--- src/rtl/ram_bist_if.sv ---
// RAM-side bus of the march-style BIST engine.
// The BIST drives address, write data and the strobes; the RAM answers on
// data_out one cycle after a read address is presented.
interface ram_bist_if #(
   parameter int AW = 3,
   parameter int DW = 8
);
   logic [AW-1:0] address;
   logic [DW-1:0] data_in;
   logic          write;
   logic          select;
   logic [DW-1:0] data_out;

   modport master (
      output address,
      output data_in,
      output write,
      output select,
      input  data_out
   );

   modport slave (
      input  address,
      input  data_in,
      input  write,
      input  select,
      output data_out
   );
endinterface

--- src/rtl/ram_bist.sv ---
// ram_bist: four-phase RAM self test.
//   WR_PAT  ascending writes of PATTERN
//   RD_PAT  ascending reads checked against PATTERN, plus one drain cycle
//   WR_INV  descending writes of ~PATTERN
//   RD_INV  descending reads checked against ~PATTERN, plus one drain cycle
// Read data returns one cycle after its address, so the address and the
// expected word of each read are carried in a one-stage compare pipeline.
// Every output is a flop; the combinational blocks only compute next values.
module ram_bist #(
   parameter int            AW      = 3,
   parameter int            DW      = 8,
   parameter logic [DW-1:0] PATTERN = 8'h55
) (
   input  logic          clock,
   input  logic          reset,
   input  logic          start,
   output logic          busy,
   output logic          done,
   output logic          pass,
   output logic [3:0]    err_count,
   output logic [AW-1:0] fail_addr,
   output logic [DW-1:0] fail_data,
   ram_bist_if.master    ram
);

   typedef enum logic [2:0] {
      IDLE   = 3'd0,
      WR_PAT = 3'd1,
      RD_PAT = 3'd2,
      WR_INV = 3'd3,
      RD_INV = 3'd4,
      DONE   = 3'd5
   } state_t;

   localparam logic [AW-1:0] ADDR_MIN = {AW{1'b0}};
   localparam logic [AW-1:0] ADDR_MAX = {AW{1'b1}};
   localparam logic [AW-1:0] ADDR_ONE = {{(AW-1){1'b0}}, 1'b1};
   localparam logic [DW-1:0] INV_PAT  = ~PATTERN;
   localparam logic [DW-1:0] DATA_0   = {DW{1'b0}};
   localparam logic [3:0]    ERR_MAX  = 4'd15;

   // state and registered outputs
   state_t        state_r,     state_s;
   logic [AW-1:0] addr_r,      addr_s;
   logic [DW-1:0] data_in_r,   data_in_s;
   logic          write_r,     write_s;
   logic          select_r,    select_s;
   logic          busy_r,      busy_s;
   logic          done_r,      done_s;
   logic          pass_r,      pass_s;
   logic [3:0]    err_r,       err_s;
   logic [AW-1:0] fail_addr_r, fail_addr_s;
   logic [DW-1:0] fail_data_r, fail_data_s;

   // drain flag: set for the idle cycle that follows the last read address
   logic          drain_r,     drain_s;

   // compare pipeline: describes the read whose data is on data_out now
   logic          cmp_vld_r,   cmp_vld_s;
   logic [AW-1:0] cmp_addr_r,  cmp_addr_s;
   logic [DW-1:0] cmp_exp_r,   cmp_exp_s;

   // result of this cycle's compare folded into the error bookkeeping
   logic          mismatch_s;
   logic [3:0]    err_upd_s;
   logic [AW-1:0] fail_addr_upd_s;
   logic [DW-1:0] fail_data_upd_s;

   assign busy        = busy_r;
   assign done        = done_r;
   assign pass        = pass_r;
   assign err_count   = err_r;
   assign fail_addr   = fail_addr_r;
   assign fail_data   = fail_data_r;
   assign ram.address = addr_r;
   assign ram.data_in = data_in_r;
   assign ram.write   = write_r;
   assign ram.select  = select_r;

   // Detect a mismatch on the read data returned this cycle.
   always_comb begin
      mismatch_s = 1'b0;
      if (cmp_vld_r) begin
         mismatch_s = (ram.data_out != cmp_exp_r);
      end else begin
         mismatch_s = 1'b0;
      end
   end

   // Saturating error count; capture address/data only on the first mismatch.
   always_comb begin
      err_upd_s       = err_r;
      fail_addr_upd_s = fail_addr_r;
      fail_data_upd_s = fail_data_r;
      if (mismatch_s) begin
         if (err_r != ERR_MAX) begin
            err_upd_s = err_r + 4'd1;
         end else begin
            err_upd_s = err_r;
         end
         if (err_r == 4'd0) begin
            fail_addr_upd_s = cmp_addr_r;
            fail_data_upd_s = ram.data_out;
         end else begin
            fail_addr_upd_s = fail_addr_r;
            fail_data_upd_s = fail_data_r;
         end
      end else begin
         err_upd_s       = err_r;
         fail_addr_upd_s = fail_addr_r;
         fail_data_upd_s = fail_data_r;
      end
   end

   // Next-state and next-output logic; strobes default low each cycle.
   always_comb begin
      state_s     = state_r;
      addr_s      = addr_r;
      data_in_s   = DATA_0;
      write_s     = 1'b0;
      select_s    = 1'b0;
      busy_s      = busy_r;
      done_s      = 1'b0;
      pass_s      = pass_r;
      err_s       = err_upd_s;
      fail_addr_s = fail_addr_upd_s;
      fail_data_s = fail_data_upd_s;
      drain_s     = 1'b0;
      cmp_vld_s   = 1'b0;
      cmp_addr_s  = cmp_addr_r;
      cmp_exp_s   = cmp_exp_r;

      case (state_r)
         IDLE: begin
            busy_s = 1'b0;
            if (start) begin
               state_s     = WR_PAT;
               addr_s      = ADDR_MIN;
               busy_s      = 1'b1;
               write_s     = 1'b1;
               select_s    = 1'b1;
               data_in_s   = PATTERN;
               err_s       = 4'd0;
               fail_addr_s = ADDR_MIN;
               fail_data_s = DATA_0;
            end else begin
               state_s = IDLE;
            end
         end

         WR_PAT: begin
            if (addr_r == ADDR_MAX) begin
               state_s  = RD_PAT;
               addr_s   = ADDR_MIN;
               select_s = 1'b1;
            end else begin
               addr_s    = addr_r + ADDR_ONE;
               write_s   = 1'b1;
               select_s  = 1'b1;
               data_in_s = PATTERN;
            end
         end

         RD_PAT: begin
            if (drain_r) begin
               state_s   = WR_INV;
               addr_s    = ADDR_MAX;
               write_s   = 1'b1;
               select_s  = 1'b1;
               data_in_s = INV_PAT;
            end else begin
               cmp_vld_s  = 1'b1;
               cmp_addr_s = addr_r;
               cmp_exp_s  = PATTERN;
               if (addr_r == ADDR_MAX) begin
                  drain_s = 1'b1;
               end else begin
                  addr_s   = addr_r + ADDR_ONE;
                  select_s = 1'b1;
               end
            end
         end

         WR_INV: begin
            if (addr_r == ADDR_MIN) begin
               state_s  = RD_INV;
               addr_s   = ADDR_MAX;
               select_s = 1'b1;
            end else begin
               addr_s    = addr_r - ADDR_ONE;
               write_s   = 1'b1;
               select_s  = 1'b1;
               data_in_s = INV_PAT;
            end
         end

         RD_INV: begin
            if (drain_r) begin
               // the last compare lands on this edge, so pass uses the updated count
               state_s = DONE;
               busy_s  = 1'b0;
               done_s  = 1'b1;
               pass_s  = (err_upd_s == 4'd0);
            end else begin
               cmp_vld_s  = 1'b1;
               cmp_addr_s = addr_r;
               cmp_exp_s  = INV_PAT;
               if (addr_r == ADDR_MIN) begin
                  drain_s = 1'b1;
               end else begin
                  addr_s   = addr_r - ADDR_ONE;
                  select_s = 1'b1;
               end
            end
         end

         DONE: begin
            state_s = IDLE;
            busy_s  = 1'b0;
         end

         default: begin
            state_s = IDLE;
            busy_s  = 1'b0;
         end
      endcase
   end

   // State and output registers with synchronous reset.
   always_ff @(posedge clock) begin
      if (reset) begin
         state_r     <= IDLE;
         addr_r      <= ADDR_MIN;
         data_in_r   <= DATA_0;
         write_r     <= 1'b0;
         select_r    <= 1'b0;
         busy_r      <= 1'b0;
         done_r      <= 1'b0;
         pass_r      <= 1'b0;
         err_r       <= 4'd0;
         fail_addr_r <= ADDR_MIN;
         fail_data_r <= DATA_0;
         drain_r     <= 1'b0;
         cmp_vld_r   <= 1'b0;
         cmp_addr_r  <= ADDR_MIN;
         cmp_exp_r   <= DATA_0;
      end else begin
         state_r     <= state_s;
         addr_r      <= addr_s;
         data_in_r   <= data_in_s;
         write_r     <= write_s;
         select_r    <= select_s;
         busy_r      <= busy_s;
         done_r      <= done_s;
         pass_r      <= pass_s;
         err_r       <= err_s;
         fail_addr_r <= fail_addr_s;
         fail_data_r <= fail_data_s;
         drain_r     <= drain_s;
         cmp_vld_r   <= cmp_vld_s;
         cmp_addr_r  <= cmp_addr_s;
         cmp_exp_r   <= cmp_exp_s;
      end
   end

endmodule

--- src/flat_wrapper.sv ---
// flat-port wrapper written by rule: the top's interface ports become plain ports
module ram_bist_flat 
#(
   parameter int            AW      = 3,
   parameter int            DW      = 8,
   parameter logic [DW-1:0] PATTERN = 8'h55
)
  (clock, reset, start, busy, done, pass, err_count, fail_addr, fail_data, ram_address, ram_data_in, ram_write, ram_select, ram_data_out);
  ram_bist_if #(.AW(AW), .DW(DW)) ram_i ();
  input  logic clock;
  input  logic reset;
  input  logic start;
  output logic busy;
  output logic done;
  output logic pass;
  output logic [3:0] err_count;
  output logic [AW-1:0] fail_addr;
  output logic [DW-1:0] fail_data;
  output wire logic [$bits(ram_i.address)-1:0] ram_address;
  output wire logic [$bits(ram_i.data_in)-1:0] ram_data_in;
  output wire logic [$bits(ram_i.write)-1:0] ram_write;
  output wire logic [$bits(ram_i.select)-1:0] ram_select;
  input wire logic [$bits(ram_i.data_out)-1:0] ram_data_out;
  assign ram_address = ram_i.address;
  assign ram_data_in = ram_i.data_in;
  assign ram_write = ram_i.write;
  assign ram_select = ram_i.select;
  assign ram_i.data_out = ram_data_out;
  ram_bist #(.AW(AW), .DW(DW), .PATTERN(PATTERN)) u_core (.clock(clock), .reset(reset), .start(start), .busy(busy), .done(done), .pass(pass), .err_count(err_count), .fail_addr(fail_addr), .fail_data(fail_data), .ram(ram_i));
endmodule
--- config.mk ---
export PLATFORM = sky130hd
export DESIGN_NAME = ram_bist_flat
export DESIGN_NICKNAME = d
export VERILOG_FILES = /design/src/rtl/ram_bist_if.sv /design/src/rtl/ram_bist.sv /design/src/flat_wrapper.sv
export SDC_FILE = /design/constraint.sdc
export NUM_CORES = 1
export LEC_CHECK = 0
export BUFFER_PORTS_ARGS = -buffer_cell sky130_fd_sc_hd__buf_2
export CORE_MARGIN = 4
export CORE_UTILIZATION = 50
export CTS_CLUSTER_SIZE = 16
export DETAILED_ROUTE_END_ITERATION = 12
export GPL_TIMING_DRIVEN = 0
export HOLD_SLACK_MARGIN = 0.08
export PLACE_DENSITY = 0.83
export SLEW_MARGIN = 30
export SYNTH_ARGS = -nofsm -noshare
export SYNTH_HDL_FRONTEND = slang
export SYNTH_SLANG_ARGS = --single-unit
--- constraint.sdc ---
create_clock -name clock -period 4.5 [get_ports clock]
set_input_delay 1.35 -clock clock [delete_from_list [all_inputs] [get_ports clock]]
set_output_delay 1.35 -clock clock [all_outputs]
set_load 0.005 [all_outputs]
==> metrics.md, run 1 <==
| Metric | Value |
|---|---|
| Crit. Startpoint | ram_data_out[1] |
| Cell family with most CP delay | simple AND/OR/NAND/NOR gates |
| Worst reg2reg path startpoint | u_core.ram.address[0] |
| Critical path depth | 7 |
| Total number of vias | roughly 1600 |
| Distinct cells, synth | between 40 and 50 |
| Max VDD drop | 0.162 mV |
| Clk Latency, worst-skew pair | approximately 0.29 ns |
| Total Routing Usage GR | roughly a fifth |
| Post-Syn Instances | between 200 and 250 |
| Root Driver | clkbuf_8 |
| # rows | 21 |
| FILL cells | 294 |
| WL final | slightly above 4 mm |
| Maxcap violations | 0 |
| Synthesis Warnings | 0 |
| Outcome | finished clean |
| Final hold slack | a little under 0.5 ns |
| Reg2Reg Setup Slack | ~2.4 ns |
| Vias per inst | 5.24 |
| Critical path arrival | just over 3 ns |
| Critical path launch point type | primary input |
| CTS tree | done |
| WP data required | about 4.7 ns |
| Routed wire per std cell | 13.2 um |
| Chip Width | roughly 69 um |
| Synth Net Count | 231 |
| Kind of critical path | primary input to register |
| Slew headroom | between 50% and 60% |
| Fmax achieved | 348 MHz |
| First-pass GRT wire length | around 6.5 mm |
| Power Density | around 290 mW/mm^2 |
| Worst path cell trace | buf_2 > or4_1 > mux2_4 > o2111ai_4 > buf_12 > mux2i_1 > nor2_2 |
| Setup bufs post-CTS | 0 |
| Finished Core Util | between 60% and 70% |
| Least-Margin Pin Slew | between 0.6 and 0.7 ns |
| Iter 0 DRT Violations | 172 |
| Core area | around 0.0034 sq mm |
| Worst path buffer plus inverter count | 2 |
| Worst setup path endpoint | u_core.fail_data[3] |
| CTS H-tree depth | 2 |
| Die height | slightly below 70 um |
| CP endpoint kind | register |
| R2R cell count | 7 |
| Final ANT Viol Nets | 0 |
| Initial antenna violation count | 0 |
| Final setup violation count | 0 |
| Drt drc | 0 |
| R2r endpoint | u_core.ram.address[1] |
| Port Buffers | 40 |
| Final HPWL DP | about 2.9 mm |
| Post-CTS Resized | 0 |
| Grt total ovfl | 0 |
| Final hold violation count | 0 |
| Proportion of layout cells with a drive suffix above 1 | 26.3% |
| Leak | between 0.9 and 1 nW |
| CTS Hold Bufs | 0 |
| Post-layout nets | roughly 280 |
| Setup Skew | about 0.0053 ns |
| Clock buffer depth | 2 |
| Setup TNS Final | 0 ns |
| Slowest-stage cell, CP | or4_1 |
| Vias in the first global route | around 1400 |
| Num Clock Sinks | 35 |
| Mapped Area | 0.00184 sq mm |
| I/O pin total | 42 |
| Final min period | between 2 and 3 ns |
| Tcrit/Tclk final | ~64% |
| Drt pass-1 iters | 4 |
| Crit Path Max Fanout | 10 |
| DP Area | between 0.002 and 0.0025 sq mm |
| Clk slew on worst S/H paths | approximately 0.070 ns |
| Placed insts | 300 |
| Post-synthesis sequential area ratio | a little under two fifths |
| Area of the multi-input gates | 993 sq um |
| N_diodes | 0 |
| Starting Density | 53.3% |
| Syn-to-layout area delta | 19.5% |
| Synth Area per Inst | between 8 and 9 sq um |
| Register Area | roughly 700 sq um |
| Largest net degree at the start of global routing | 11 |
| Final std cells w/o fill | 308 |
| GPL Wtd Cong | just under 0.9 |
| Fin. max-slew vios | 0 |
| Num CTS Buffers | 5 |
| RSZ-0062 raised after global routing | no |
| Synth Register Bits | 35 |
| Worst hold path type | register to register |
| Die area | between 0.004 and 0.005 sq mm |
| Design area | ~0.0022 sq mm |
| CP peak stage delay | about 0.53 ns |
-- per-stage QoR --
stage,setup slack (ns),power [W]
floorplan,1.57,0.000367
global placement,1.38,0.000388
detailed placement,1.33,0.000389
CTS,1.64,0.000637
global route,1.55,0.000659
finish,1.63,0.000635
-- flip-flops by register name, indices dropped and copies added, names as in the netlist, 2 cells and up --
name,count
u_core.ram.address,3
u_core.err_count,4
u_core.cmp_exp_r,2
u_core.state_r,3
u_core.fail_addr,3
u_core.fail_data,8
u_core.cmp_addr_r,3
u_core.ram.data_in,2
-- logic make-up (layout without fill, tap and decap cells) --
logic type | after synthesis | count (layout) | share of synthesized area, %
and+or+nand+nor | 78 | 78 | 21.0
AOI/OAI and AO/OA | 46 | 46 | 16.8
DFF | 35 | 35 | 38.2
buffers and inverters | 27 | 75 | 7.70
muxes | 20 | 20 | 11.2
adders and majority gates | 6 | 6 | 4.09
xor gates and xnor gates | 2 | 2 | 0.955
-- worst min-delay path by stage --
stage,start,to,cells after the start
6_report,u_core.cmp_addr_r[2],u_core.cmp_addr_r[2],2
5_1_grt,u_core.fail_data[4],u_core.fail_data[4],2
4_1_cts,u_core.busy,u_core.busy,2
3_5_place_dp,u_core.busy,u_core.busy,2
3_3_place_gp,u_core.busy,u_core.busy,2
2_1_floorplan,u_core.cmp_addr_r[1],u_core.cmp_addr_r[1],2
-- area by class of cell --
type | count | area share (%)
well taps | 46 | 2.62
clock buffers | 8 | 4.56
plain buffers | 17 | 4.73
inverters | 10 | 1.71
repair buffers | 40 | 9.13
flip-flops and latches | 35 | 31.9
multi-input cells | 152 | 45.3
-- cells in the mapped netlist --
| cell | n | area (sq um) |
|---|---|---|
| o21a_1 | 2 | 15.0 |
| nand3_1 | 3 | 15.0 |
| nor3_1 | 9 | 45.0 |
| nor3b_1 | 2 | 15.0 |
| and3_1 | 1 | 6.26 |
| mux2_4 | 1 | 15.0 |
| inv_1 | 10 | 37.5 |
| o21ai_0 | 8 | 40.0 |
| mux2i_1 | 18 | 180 |
| o22ai_1 | 1 | 6.26 |
| a31oi_1 | 3 | 18.8 |
| o2bb2ai_1 | 1 | 8.76 |
| dfxtp_1 | 35 | 701 |
| mux2_2 | 1 | 11.3 |
| a21boi_0 | 1 | 7.51 |
| ha_1 | 6 | 75.1 |
| o2111ai_4 | 1 | 26.3 |
| nor2_1 | 26 | 97.6 |
| nor4_1 | 1 | 6.26 |
| nand2_1 | 12 | 45.0 |
| buf_2 | 1 | 5.00 |
| buf_12 | 1 | 20.0 |
| a211oi_1 | 7 | 52.6 |
| o221ai_1 | 1 | 8.76 |
| o31ai_1 | 1 | 7.51 |
| or2_2 | 3 | 18.8 |
| a41oi_1 | 1 | 8.76 |
| a2111oi_0 | 1 | 8.76 |
| nand3b_1 | 2 | 15.0 |
| o22a_1 | 2 | 17.5 |
| buf_4 | 6 | 45.0 |
| a21o_1 | 1 | 7.51 |
| xor2_1 | 1 | 8.76 |
| nand4_1 | 4 | 25.0 |
| nor2_2 | 8 | 50.1 |
| o21ai_1 | 2 | 10.0 |
| xnor2_1 | 1 | 8.76 |
| a21oi_1 | 13 | 65.1 |
| nand2b_1 | 2 | 12.5 |
| or4_1 | 2 | 15.0 |
| clkbuf_1 | 9 | 33.8 |
| nor2b_1 | 3 | 18.8 |
-- metal layers --
metal | vias up | share of wire (%) | track usage, %
li1 | 840 | - | -
met1 | 716 | 48 | 25.1
met2 | 47 | 45 | 27.1
met3 | 11 | 5.4 | 4.38
met4 | 0 | 2.4 | 11.7
met5 | - | 0 | 0
-- tightest hold or removal path: stages, from the launching register on --
cell,delay (ns)
dfxtp_1,0.33
mux2i_1,0.07
nor2_1,0.07
-- cell usage in the layout (no fill, tap or decap), drive strengths merged --
| cell | n |
|---|---|
| mux2 | 2 |
| a211oi | 7 |
| a21o | 1 |
| buf | 48 |
| a21oi | 13 |
| a41oi | 1 |
| o21ai | 10 |
| or2 | 3 |
| nand3b | 2 |
| ha | 6 |
| nand4 | 4 |
| o22a | 2 |
| a21boi | 1 |
| inv | 10 |
| a2111oi | 1 |
| nand3 | 3 |
| nand2 | 12 |
| dfxtp | 35 |
| nand2b | 2 |
| o2111ai | 1 |
| nor3b | 2 |
| nor3 | 9 |
| nor2 | 34 |
| a31oi | 3 |
| o31ai | 1 |
| nor2b | 3 |
| nor4 | 1 |
| o221ai | 1 |
| o2bb2ai | 1 |
| and3 | 1 |
| o21a | 2 |
| clkbuf | 17 |
| mux2i | 18 |
| xor2 | 1 |
| xnor2 | 1 |
| or4 | 2 |
| o22ai | 1 |
-- report_power, final --
group          switching [W]  internal [W]
Clock               0.000112      0.000140
Sequential        0.00000443      0.000315
Combinational      0.0000372     0.0000269
Total               0.000154      0.000481
Power figures use the tool's default switching activity.
==> run 2, diff against run 1 <==
--- a/config.mk
+++ b/config.mk
@@ -7,7 +7,7 @@
 export LEC_CHECK = 0
 export BUFFER_PORTS_ARGS = -buffer_cell sky130_fd_sc_hd__buf_2
 export CORE_MARGIN = 4
-export CORE_UTILIZATION = 50
+export CORE_UTILIZATION = 48
 export CTS_CLUSTER_SIZE = 16
 export DETAILED_ROUTE_END_ITERATION = 12
 export GPL_TIMING_DRIVEN = 0
==> constraint.sdc (replaced) <==
create_clock -name clock -period 2.4 [get_ports clock]
set_input_delay 0.72 -clock clock [delete_from_list [all_inputs] [get_ports clock]]
set_output_delay 0.72 -clock clock [all_outputs]
set_load 0.005 [all_outputs]
==> run 2 against run 1 <==
Against the previous run: largest cell class unchanged; via count rose by 1.4%; sequential share of layout area fell by 0.50 points; clock skew rose by 0.0064 ns; largest power group is now the clock network.
==> metrics.md, run 2 (same netlist as run 1, synthesis figures left out) <==
| Metric | Value |
|---|---|
| Pre-CTS WS | -0.126 ns (-1.45 ns) |
| Grt total ovfl | 0 (unchanged) |
| Drt drc | 0 (unchanged) |
| Slowest-stage cell, CP | or4_1 |
| R2R cell count | 7 (unchanged) |
| Final min period | roughly 2.2 ns |
| Syn-to-layout area delta | 21.4% |
| Vias in the first global route | 1498 (+4.2%) |
| FILL cells | 352 (+20%) |
| CTS H-tree depth | 2 (unchanged) |
| Final hold slack | 0.496 ns (-0.000622 ns) |
| Post-layout nets | 278 (unchanged) |
| Most common cell after layout, fill and taps aside | buf_2 |
| Fin. max-slew vios | 0 (unchanged) |
| Worst path cell trace | buf_2 > or4_1 > mux2_4 > o2111ai_4 > buf_12 > mux2i_1 > nor2_2 |
| Crit Path Max Fanout | 10 (unchanged) |
| Critical path arrival | 2.41 ns (-0.64 ns) |
| Final setup violation count | 0 (unchanged) |
| Vias per inst | 5.28 (+0.77%) |
| CP endpoint kind | register |
| Critical path launch point type | primary input |
| Worst hold path type | register to register |
| Clk Latency, worst-skew pair | 0.28 ns (about the same) |
| WL final | 3.96 mm (-2.6%) |
| Power Density | 600 mW/mm^2 (+110%) |
| I/O pin total | 42 (unchanged) |
| Final ANT Viol Nets | 0 (unchanged) |
| Cell family with most CP delay | simple AND/OR/NAND/NOR gates |
| Post-CTS Resized | 0 (unchanged) |
| Chip Width | 69.8 um (+1.8%) |
| First-pass GRT wire length | 6.80 mm (+4.6%) |
| Leak | 1.00 nW (+1.4%) |
| Outcome | finished clean |
| Slew headroom | 64.1% (+4.3 points) |
| Final WS setup | 0.161 ns (-1.47 ns) |
| Maxcap violations | 0 (unchanged) |
| GPL Wtd Cong | 0.877 (+0.26%) |
| N_diodes | 0 (unchanged) |
| RSZ-0062 raised after global routing | no |
| Proportion of layout cells with a drive suffix above 1 | 26.3% (unchanged) |
| Clock buffer depth | 2 (unchanged) |
| Kind of critical path | primary input to register |
| CTS tree | done |
| Core area | 0.00369 sq mm (+7.2%) |
| Port Buffers | 40 (unchanged) |
| DP Area | 0.00210 sq mm (+0.12%) |
| Tcrit/Tclk final | ~93% |
| Fmax achieved | between 400 and 500 MHz |
| # rows | 22 (+4.8%) |
| Iter 0 DRT Violations | 123 (-28%) |
| Critical path depth | 7 (unchanged) |
| Die height | 69.8 um (+1.8%) |
| Hold depth | 2 (unchanged) |
| CP peak stage delay | 0.54 ns (about the same) |
| Initial antenna violation count | 0 (unchanged) |
| Final HPWL DP | 3.00 mm (+1.8%) |
| Total design power | 0.00134 W (+110%) |
| Total number of vias | 1637 (+1.4%) |
| Largest register FFs | 8 (unchanged) |
| WP data required | 2.57 ns (-2.11 ns) |
| Total Routing Usage GR | 16.8% (-2.1 points) |
| Least-Margin Pin Slew | 0.539 ns (-0.0651 ns) |
| Final hold violation count | 0 (unchanged) |
| Worst path buffer plus inverter count | 2 (unchanged) |
| Most frequent cells in the layout | buf_2 (41), dfxtp_1 (35), nor2_1 (26) |
| Num CTS Buffers | 5 (unchanged) |
| Max VDD drop | 0.396 mV (+140%) |
| CTS Hold Bufs | 0 (unchanged) |
| Num Clock Sinks | 35 (unchanged) |
| Setup Skew | 0.0117 ns (+0.00639 ns) |
| Clk slew on worst S/H paths | 0.07 ns (about the same) |
| Drt pass-1 iters | 4 (unchanged) |
| Die area | 0.00488 sq mm (+3.7%) |
| Root Driver | clkbuf_8 |
| Design area | 0.00223 sq mm (+1.6%) |
| Largest net degree at the start of global routing | 12 (+1) |
| Setup bufs post-CTS | 0 (unchanged) |
| Starting Density | 49.8% (-3.6 points) |
| Routed wire per std cell | 12.8 um (-3.2%) |
==> run 2: cell types whose count changed in the layout (fill, tap and decap cells not counted) <==
cell,before,now
bufinv_16,0,2
clkbuf_8,7,5
==> run 2: power by group <==
part           internal [W]  leakage [nW]  total, W  switching [W]
sequential         0.000590         0.284  0.000598     0.00000791
combinational     0.0000503         0.653  0.000119      0.0000689
clock              0.000415        0.0654  0.000620       0.000205
==> run 2: layout make-up <==
type | count | area (sq um) | share of cell area, %
clock buffers | 6 | 72.6 | 3.26
plain buffers | 17 | 104 | 4.66
clock inverters | 2 | 60.1 | 2.70
repair buffers | 40 | 200 | 8.98
inverters | 10 | 37.5 | 1.68
flip-flops and latches | 35 | 701 | 31.4
well taps | 48 | 60.1 | 2.70
multi-input cells | 152 | 993 | 44.6
==> run 2: per-layer routing <==
metal	routed length, um	part of all wire [%]	up-vias	global-route usage [%]
met5	0	0	-	0
met4	61	1.5	0	5.32
met3	201	5.1	6	3.33
met2	1890	48	42	26.7
met1	1810	46	750	22.7
li1	-	-	839	-
==> run 2: worst paths after layout <==
path / end / startpoint / slack (ns)
worst max-delay path: u_core.fail_data[2] / ram_data_out[1] / 0.16
worst min-delay path: u_core.cmp_exp_r[6] / u_core.cmp_exp_r[6] / 0.50
worst max register to register: u_core.ram.address[1] / u_core.ram.address[0] / 0.35
worst min register to register: u_core.cmp_exp_r[6] / u_core.cmp_exp_r[6] / 0.50
==> run 2: tightest hold or removal path: stages, from the launching register on <==
cell and delay (ns):
dfxtp_1 0.34, nand2_1 0.06, a21oi_1 0.05
==> run 2: stage by stage <==
step / instances / utilization [%] / setup TNS, ns
finish: 310 / 60.4 / 0
global route: 310 / 60.4 / 0
CTS: 310 / 60.4 / 0
detailed placement: 302 / 56.8 / -1.03
global placement: 302 / 56.8 / -0.771
floorplan: 214 / - / 0
